**src/rtl/result_streamer_pkg.sv**
```systemverilog
// Shared types and constants for the result streamer.
package result_streamer_pkg;

    typedef enum logic [1:0] {
        IDLE    = 2'd0,
        CAPTURE = 2'd1,
        STREAM  = 2'd2
    } state_e;

    // Default matrix dimension and the result count it implies.
    localparam int DEF_N     = 3;
    localparam int NUM_ELEMS = DEF_N * DEF_N;

    // Largest value representable in a signed out_w-bit field.
    function automatic longint sat_max(input int out_w);
        return (longint'(1) <<< (out_w - 1)) - 1;
    endfunction

    // Smallest value representable in a signed out_w-bit field.
    function automatic longint sat_min(input int out_w);
        return -(longint'(1) <<< (out_w - 1));
    endfunction

endpackage

```
**src/rtl/result_streamer_sat.sv**
```systemverilog
// Combinational signed saturator from DATA_W down to OUT_W bits.
module sat_narrow
    import result_streamer_pkg::*;
#(
    parameter int DATA_W = 32,
    parameter int OUT_W  = 16
) (
    input  logic signed [DATA_W-1:0] din,
    output logic signed [OUT_W-1:0]  data,
    output logic                     sat
);

    localparam logic signed [DATA_W-1:0] MAX_V = DATA_W'(sat_max(OUT_W));
    localparam logic signed [DATA_W-1:0] MIN_V = DATA_W'(sat_min(OUT_W));

    // Clip to the output range, otherwise pass the low bits through.
    always_comb begin
        // NOTE: every output gets a default first so no path leaves it unassigned (no latch).
        data = din[OUT_W-1:0];
        sat  = 1'b0;
        if (din > MAX_V) begin
            data = MAX_V[OUT_W-1:0];
            sat  = 1'b1;
        end else if (din < MIN_V) begin
            data = MIN_V[OUT_W-1:0];
            sat  = 1'b1;
        end
    end

endmodule

```
**src/rtl/result_streamer.sv**
```systemverilog
// Captures the controller result bank on DONE and streams it row-major
// over valid/ready, saturated and tagged with row/column.
module result_streamer
    import result_streamer_pkg::*;
#(
    parameter int N      = DEF_N,
    parameter int DATA_W = 32,
    parameter int OUT_W  = 16,
    parameter int IDX_W  = 2
) (
    input  logic                     clk,
    input  logic                     rst,
    input  logic                     done,
    input  logic [N*N*DATA_W-1:0]    result_flat,
    output logic                     out_valid,
    input  logic                     out_ready,
    output logic [OUT_W-1:0]         out_data,
    output logic [IDX_W-1:0]         out_row,
    output logic [IDX_W-1:0]         out_col,
    output logic                     out_last,
    output logic                     out_sat,
    output logic                     busy,
    output logic                     overrun
);

    localparam int NUM_E = N * N;
    localparam int CNT_W = (NUM_E > 1) ? $clog2(NUM_E) : 1;

    state_e                   state_q, state_d;
    logic                     done_q;
    logic                     done_rise;
    logic [CNT_W-1:0]         idx_q, idx_d, sel_idx;
    logic signed [DATA_W-1:0] buf_q [NUM_E];
    logic signed [DATA_W-1:0] buf_d [NUM_E];
    logic                     valid_q, valid_d;
    logic [OUT_W-1:0]         data_q, data_d;
    logic [IDX_W-1:0]         row_q, row_d, col_q, col_d;
    logic                     last_q, last_d;
    logic                     sat_q, sat_d;
    logic                     busy_q, busy_d;
    logic                     overrun_q, overrun_d;
    logic signed [OUT_W-1:0]  sat_data;
    logic                     sat_flag;

    assign done_rise = done & ~done_q;

    // Next element to load: 0 when starting a stream, else the one after the current.
    assign sel_idx = (state_q == STREAM && !last_q) ? idx_q + CNT_W'(1) : '0;

    sat_narrow #(.DATA_W(DATA_W), .OUT_W(OUT_W)) u_sat (
        .din  (buf_q[sel_idx]),
        .data (sat_data),
        .sat  (sat_flag)
    );

    // FSM next state, buffer load, counter advance and output register update.
    always_comb begin
        state_d   = state_q;
        idx_d     = idx_q;
        buf_d     = buf_q;
        valid_d   = valid_q;
        data_d    = data_q;
        row_d     = row_q;
        col_d     = col_q;
        last_d    = last_q;
        sat_d     = sat_q;
        busy_d    = busy_q;
        overrun_d = overrun_q;

        unique case (state_q)
            IDLE: begin
                if (done_rise) begin
                    for (int k = 0; k < NUM_E; k++) begin
                        buf_d[k] = result_flat[k*DATA_W +: DATA_W];
                    end
                    idx_d   = '0;
                    busy_d  = 1'b1;
                    state_d = CAPTURE;
                end
            end
            CAPTURE: begin
                if (done_rise) overrun_d = 1'b1;
                idx_d   = sel_idx;
                data_d  = sat_data;
                sat_d   = sat_flag;
                last_d  = (sel_idx == CNT_W'(NUM_E - 1));
                row_d   = '0;
                col_d   = '0;
                valid_d = 1'b1;
                state_d = STREAM;
            end
            STREAM: begin
                if (done_rise) overrun_d = 1'b1;
                if (valid_q && out_ready) begin
                    if (last_q) begin
                        valid_d = 1'b0;
                        busy_d  = 1'b0;
                        idx_d   = '0;
                        state_d = IDLE;
                    end else begin
                        idx_d  = sel_idx;
                        data_d = sat_data;
                        sat_d  = sat_flag;
                        last_d = (sel_idx == CNT_W'(NUM_E - 1));
                        if (col_q == IDX_W'(N - 1)) begin
                            col_d = '0;
                            row_d = row_q + IDX_W'(1);
                        end else begin
                            col_d = col_q + IDX_W'(1);
                        end
                    end
                end
            end
            default: state_d = IDLE;
        endcase
    end

    // Control and output registers with synchronous active-low reset.
    always_ff @(posedge clk) begin
        if (!rst) begin
            state_q   <= IDLE;
            done_q    <= 1'b0;
            idx_q     <= '0;
            valid_q   <= 1'b0;
            data_q    <= '0;
            row_q     <= '0;
            col_q     <= '0;
            last_q    <= 1'b0;
            sat_q     <= 1'b0;
            busy_q    <= 1'b0;
            overrun_q <= 1'b0;
        end else begin
            state_q   <= state_d;
            done_q    <= done;
            idx_q     <= idx_d;
            valid_q   <= valid_d;
            data_q    <= data_d;
            row_q     <= row_d;
            col_q     <= col_d;
            last_q    <= last_d;
            sat_q     <= sat_d;
            busy_q    <= busy_d;
            overrun_q <= overrun_d;
        end
    end

    // Result buffer storage.
    always_ff @(posedge clk) begin
        // NOTE: the buffer is deliberately not reset; it is always written before it is read.
        buf_q <= buf_d;
    end

    assign out_valid = valid_q;
    assign out_data  = data_q;
    assign out_row   = row_q;
    assign out_col   = col_q;
    assign out_last  = last_q;
    assign out_sat   = sat_q;
    assign busy      = busy_q;
    assign overrun   = overrun_q;

endmodule

```
**config.mk**
```make
export PLATFORM = sky130hd
export DESIGN_NAME = result_streamer
export DESIGN_NICKNAME = d
export VERILOG_FILES = /design/src/rtl/result_streamer_pkg.sv /design/src/rtl/result_streamer_sat.sv /design/src/rtl/result_streamer.sv
export SDC_FILE = /design/constraint.sdc
export NUM_CORES = 1
export LEC_CHECK = 0
export ABC_AREA = 0
export BUFFER_PORTS_ARGS = -buffer_cell sky130_fd_sc_hd__buf_2
export CAP_MARGIN = 20
export CORE_MARGIN = 1
export CORE_UTILIZATION = 58
export DETAILED_ROUTE_END_ITERATION = 7
export GPL_TIMING_DRIVEN = 1
export PLACE_DENSITY_LB_ADDON = 0.25
export SYNTH_ARGS = -nofsm -noshare
export SYNTH_HDL_FRONTEND = slang
export SYNTH_SLANG_ARGS = --single-unit
```
**constraint.sdc**
```tcl
create_clock -name clk -period 16.01 [get_ports clk]
set_input_delay 1.601 -clock clk [delete_from_list [all_inputs] [get_ports clk]]
set_output_delay 1.601 -clock clk [all_outputs]
set_load 0.01 [all_outputs]
```
==> results of run 1 <==
==> per-stage QoR <==
stage,utilization (%),area [sq um],hold slack (ps)
after floorplan,-,13000,453
after global placement,67.0,14700,475
after detailed placement,67.1,14700,483
after CTS,72.1,15800,499
after global routing,72.1,15800,520
final,72.2,15800,493
==> kinds of logic (layout without fill, tap and decap cells) <==
kind of cell | Yosys count | count (layout) | synth area share [%]
flip-flops | 320 | 320 | 71.5
XOR/XNOR | 3 | 3 | 0.260
adder cells (fa/ha/maj) | 6 | 6 | 0.578
other | 0 | 7 | 0
multiplexers | 72 | 72 | 8.46
AO/OA/AOI/OAI | 188 | 188 | 10.2
AND/OR/NAND/NOR | 154 | 154 | 6.21
buffers and inverters | 64 | 395 | 2.77
==> worst max-delay path: stages, from the launching register on <==
cell       delay (ps)
dfxtp_1           340
inv_1             110
ha_1              620
and2b_4           520
nand2_2           600
a2111oi_0         750
a211o_1           210
nand4_1           140
nor4_4            880
or2_2             240
a21oi_1            70
==> placed cells by master, fill, tap and decap left out, drive strengths merged, types with 5 or more instances in the layout <==
| cell type | Yosys | final |
|---|---|---|
| diode | 0 | 7 |
| a2bb2oi | 9 | 9 |
| a31oi | 6 | 6 |
| nand3 | 9 | 9 |
| mux4 | 28 | 28 |
| clkinv | 0 | 13 |
| buf | 39 | 323 |
| dfxtp | 32 | 32 |
| clkbuf | 12 | 39 |
| and2 | 13 | 13 |
| edfxtp | 288 | 288 |
| o2bb2ai | 6 | 6 |
| nand2 | 60 | 60 |
| a32o | 9 | 9 |
| o22ai | 12 | 12 |
| mux2i | 31 | 31 |
| nor2b | 11 | 11 |
| nand4 | 5 | 5 |
| inv | 13 | 14 |
| o221ai | 12 | 12 |
| nor2 | 27 | 27 |
| o21ai | 63 | 63 |
| a211oi | 9 | 9 |
| a21oi | 25 | 25 |
| nand2b | 5 | 5 |
| a2111oi | 8 | 8 |
| mux2 | 13 | 13 |
| ha | 6 | 6 |
==> layer usage <==
metal	track usage, %	up-vias	wire [um]
met3	8.47	80	3300
met4	9.31	6	924
met5	0	-	38
li1	-	3824	-
met2	47.0	428	15400
met1	31.2	3976	11300
==> cell usage after synthesis, types with 5 or more instances <==
library cell,instances
edfxtp_1,288
nand2_1,60
o21ai_0,51
dfxtp_1,32
mux2i_1,30
mux4_2,28
nor2_1,26
buf_2,18
a21oi_1,14
clkbuf_1,12
inv_1,12
mux2_2,12
o221ai_1,12
a21oi_2,11
and2_1,11
nor2b_1,11
o22ai_1,11
o21ai_1,10
a2bb2oi_1,9
a32o_1,9
buf_6,9
nand3_1,9
a211oi_1,8
buf_4,8
a2111oi_0,6
a31oi_1,6
ha_1,6
o2bb2ai_1,6
nand2b_1,5
==> final cells by class <==
type	instances	area, sq um	share of cell area [%]
flip-flops and latches	320	9290	58.8
multi-input cells	423	3350	21.2
repair buffers	323	1630	10.3
clock buffers	39	891	5.64
well taps	280	350	2.22
clock inverters	20	205	1.30
inverters	13	56.3	0.356
diodes	7	17.5	0.111
==> power groups by stage <==
stage	logic [uW]	clock network, uW	registers [uW]
3_3_place_gp	393	0	1150
2_1_floorplan	257	0	1190
4_1_cts	404	785	1140
3_5_place_dp	402	0	1150
5_1_grt	437	815	1150
6_report	401	776	1140
==> registers in the layout, summed over array words and instances (netlist names) <==
register,count
out_col,2
overrun,1
busy,1
state_q,2
out_last,1
out_sat,1
out_row,2
done_q,1
out_data,16
buf_q,288
idx_q,4
out_valid,1
==> how the worst min path moves through the flow <==
stage,start,to,slack (ps),cells past startpoint
2_1_floorplan,idx_q[1]$_SDFFE_PN0P_,idx_q[1]$_SDFFE_PN0P_,450,2
3_3_place_gp,overrun$_SDFFE_PN0P_,overrun$_SDFFE_PN0P_,480,2
3_5_place_dp,out_data[15]$_SDFFE_PN0P_,out_data[15]$_SDFFE_PN0P_,480,1
4_1_cts,out_data[15]$_SDFFE_PN0P_,out_data[15]$_SDFFE_PN0P_,500,1
5_1_grt,overrun$_SDFFE_PN0P_,overrun$_SDFFE_PN0P_,520,2
6_report,out_data[15]$_SDFFE_PN0P_,out_data[15]$_SDFFE_PN0P_,490,1
==> results.toml, run 1 <==
[status]
status = "complete, no violations"

[cts]
cts_inserted_buffers = 34
htree_levels = 2
clock-sinks = 320
insertion_delay_ps = 510
cts_root_buffer = "clkbuf_16"
clockBufferDepth = 3
ctsHoldBuffers = 0
post_cts.repair.setup_buffers = 0
tritoncts = "yes"
clkSlewWorstSetupHoldPaths_ps = 60
cts-resized-gates = 0

[die]
rows = 54
dieHeight_um = 152
fp.dieW_um = 152
num_io_pins = 317
coreArea_sq_um = 21900
start_util_pct = 59.4
die-area_sq_um = 23000

[global_route]
grt.total_usage_pct = 26.9
grt_overflow = 0
grt_max_degree = 114
grt_pass1_wl_um = 45500
antenna_found_initial = 10
grt_pass1_vias = 8578

[yosys]
synth.area.top_cells = "edfxtp_1 (67%), dfxtp_1 (4.9%), mux4_2 (4.9%)"
synth_cells = 807
yosysSeqAreaShare_pct = 71.5
synthFlopType = "edfxtp_1"
avgSynthCellArea_sq_um = 16.1
async_flop_share_pct = 0
synth_edf_count = 288
synth.ff_latch_count = 320
yosys_warnings = 0
synth_top_area_share_pct = 66.6
syn_area_sq_um = 13000
ys_types = 73
synth_top_cell_by_area = "edfxtp_1"
syn_nets = 1105

[sta]
tightest_slew_ps = 1070
tns_ps = 0
hold_viol = 0
rsz0062_at_grt = "no"
min_period_over_period_pct = 29.0
setup_ws_ps = 11370
maxSlewHeadroom_pct = 28.5
period_minus_slack_ps = 4640
skew_ps = 10.1
slew_viol_final = 0
setup_viol = 0
max_freq_ghz = 0.215

[drt]
routed_wl_um = 31000
ant_nets = 0
drt-pass1-iter-count = 5
drc = 0
via_per_inst = 5.83
post_drt_wl_per_cell_um = 21.7
drtIter0Drc = 475
vias = 8314

[critical_path]
r2r_slack_ps = 11370
startpoint = "state_q[0]$_SDFFE_PN0P_"
endpoint = "out_sat$_SDFFE_PN0P_"
crit_type = "reg2reg"
crit_arrival_ps = 5000
worstReg2RegEnd = "out_sat$_SDFFE_PN0P_"
r2r_cells = 10
crit_required_ps = 16370
cp_max_fo = 30
reg2reg_from = "state_q[0]$_SDFFE_PN0P_"
crit_path_end_kind = "register"
start_kind = "register"

[pwr]
p_total_uw = 2310
leakage_uw = 0.00589
p_clk_share_pct = 33.5
p_int_uw = 1710
vdd_drop_max_v = 0.000125
powerDensity_nw_per_um2 = 146
p_seq_share_pct = 49.1
combPwrFrac_pct = 17.3
power.switching_uw = 608
p_sw_share_pct = 26.3

[run]
maxCapViolations = 0

[cells_and_area]
nFillCells = 1468
syn2layout_area_growth_pct = 21.6
fin_nets = 1413
fin_cells = 1425
final_layout_size_suffix_gt1_share_pct = 39.2

[place]
routabilityCongestion = 0.912
place_worst_setup_slack_ps = 11400
portBuffers = 316
dp.final_hpwl_um = 20600
dp.cells = 1359

[hold_path]
hold_class = "reg2reg"
Note: power is estimated with default switching activity, not from simulation.
==> inputs of run 2 (changes only) <==
CORE_UTILIZATION = 53   (was 58)
clock period = 4.8 ns   (was 16.01 ns; I/O delays follow)
==> results.toml, run 2 (synthesis results as in run 1) <==
[drt]
ant_nets = 0
drc = 0
vias = 8272
drt-pass1-iter-count = 5
via_per_inst = 5.63
post_drt_wl_per_cell_um = 21.4
drtIter0Drc = 754
routed_wl_um = 31500

[place]
routabilityCongestion = 0.921
portBuffers = 316
dp.final_hpwl_um = 21900
dp.cells = 1404

[hold_path]
hp-start = "result_flat[47]"
hold_class = "in2reg"

[sta]
maxSlewHeadroom_pct = 29.3
tns_ps = 0
max_freq_ghz = 0.236
timing.hold.ws_ps = 130
hold_viol = 0
rsz0062_at_grt = "no"
tightest_slew_ps = 1050
setup_viol = 0
skew_ps = 22.7
slew_viol_final = 0
min_period_over_period_pct = 88.1
period_minus_slack_ps = 4230

[critical_path]
cp_max_fo = 27
crit_path_end_kind = "register"
startpoint = "state_q[0]$_SDFFE_PN0P_"
worstPathCellList = "inv_1 > ha_1 > and2b_4 > nand2_2 > a2111oi_0 > a211o_1 > nand4_1 > nor4_4 > or2_2 > a21oi_1"
crit_required_ps = 5170
reg2reg_from = "state_q[0]$_SDFFE_PN0P_"
crit_arrival_ps = 4600
start_kind = "register"
critical-path-max-stage-delay_ps = 950
crit_slowest_cell = "nor4_4"
crit_type = "reg2reg"

[cells_and_area]
final_cell_mix = "buf_2 (316), edfxtp_1 (288), nand2_1 (58), o21ai_0 (51), clkbuf_16 (35)"
largest_reg_flops = 288
top_register = "buf_q"
layout_commonest_cell = "buf_2"
fin_cells = 1470
final_layout_size_suffix_gt1_share_pct = 39.6
fin_nets = 1420
syn2layout_area_growth_pct = 22.3

[die]
coreArea_sq_um = 23800
die-area_sq_um = 25100
num_io_pins = 317
fp.dieW_um = 159
dieHeight_um = 159
start_util_pct = 54.7
rows = 56

[cts]
post_cts.repair.setup_buffers = 0
htree_levels = 2
ctsHoldBuffers = 0
insertion_delay_ps = 510
cts_root_buffer = "clkbuf_16"
clockBufferDepth = 3
cts_inserted_buffers = 34
tritoncts = "yes"
clkSlewWorstSetupHoldPaths_ps = 60
cts-resized-gates = 0
clock-sinks = 320

[status]
status = "complete, no violations"

[global_route]
antenna_found_initial = 7
grt_pass1_wl_um = 45600
grt.total_usage_pct = 25.0
grt_overflow = 0
grt_max_degree = 107
grt_pass1_vias = 8361

[run]
maxCapViolations = 0

[pwr]
leakage_uw = 0.00591
powerDensity_nw_per_um2 = 482
vdd_drop_max_v = 0.000353
==> run 2: changes by cell type in the layout (fill, tap and decap cells not counted), sizes merged <==
cell,change
clkbuf,+10
buf,+7
clkinv,-6
bufinv,-2
diode,-2
clkinvlp,-1
==> run 2: report_power, final <==
part | internal, uW | switching, uW
logic | 525 | 833
registers | 3640 | 159
clock network | 1470 | 1030
==> run 2: worst paths after layout <==
| kind | to | slack (ps) | depth (start not counted) |
|---|---|---|---|
| min reg2reg | out_data[15]$_SDFFE_PN0P_ | 500 | 1 |
| max | out_sat$_SDFFE_PN0P_ | 570 | 10 |
| max reg2reg | out_sat$_SDFFE_PN0P_ | 570 | 10 |
| min | buf_q[239]$_DFFE_PP_ | 130 | 1 |
==> run 2: final cells by class <==
type / count / area (sq um)
diodes: 5 / 12.5
clock inverters: 11 / 113
repair buffers: 330 / 1720
fillers: 1685 / 7860
inverters: 13 / 52.6
clock buffers: 49 / 938
flip-flops and latches: 320 / 9290
well taps: 319 / 399
multi-input cells: 423 / 3360
==> run 2: worst max-delay path: cells and delay by family (launching register included) <==
kind,cells,cell delay [ps]
and+or+nand+nor,5,2260
buffers and inverters,1,90
AOI/OAI and AO/OA,3,790
DFF,1,340
adders and majority gates,1,600
==> run 2: through the flow <==
step / utilization (%) / power [uW] / instance area, sq um / setup slack (ps)
5_1_grt: 66.9 / 7960 / 15900 / 261
2_1_floorplan: - / 4780 / 13000 / -564
3_3_place_gp: 62.4 / 5180 / 14800 / 858
3_5_place_dp: 62.4 / 5200 / 14800 / 616
4_1_cts: 66.8 / 7700 / 15900 / 627
6_report: 66.9 / 7660 / 15900 / 571
==> run 2: routing by layer <==
layer	vias up	track usage, %	share of wire (%)
met2	418	42.1	49
met3	71	8.22	10
li1	3828	-	-
met5	-	0	0.086
met4	4	10.3	3.4
met1	3951	29.5	37
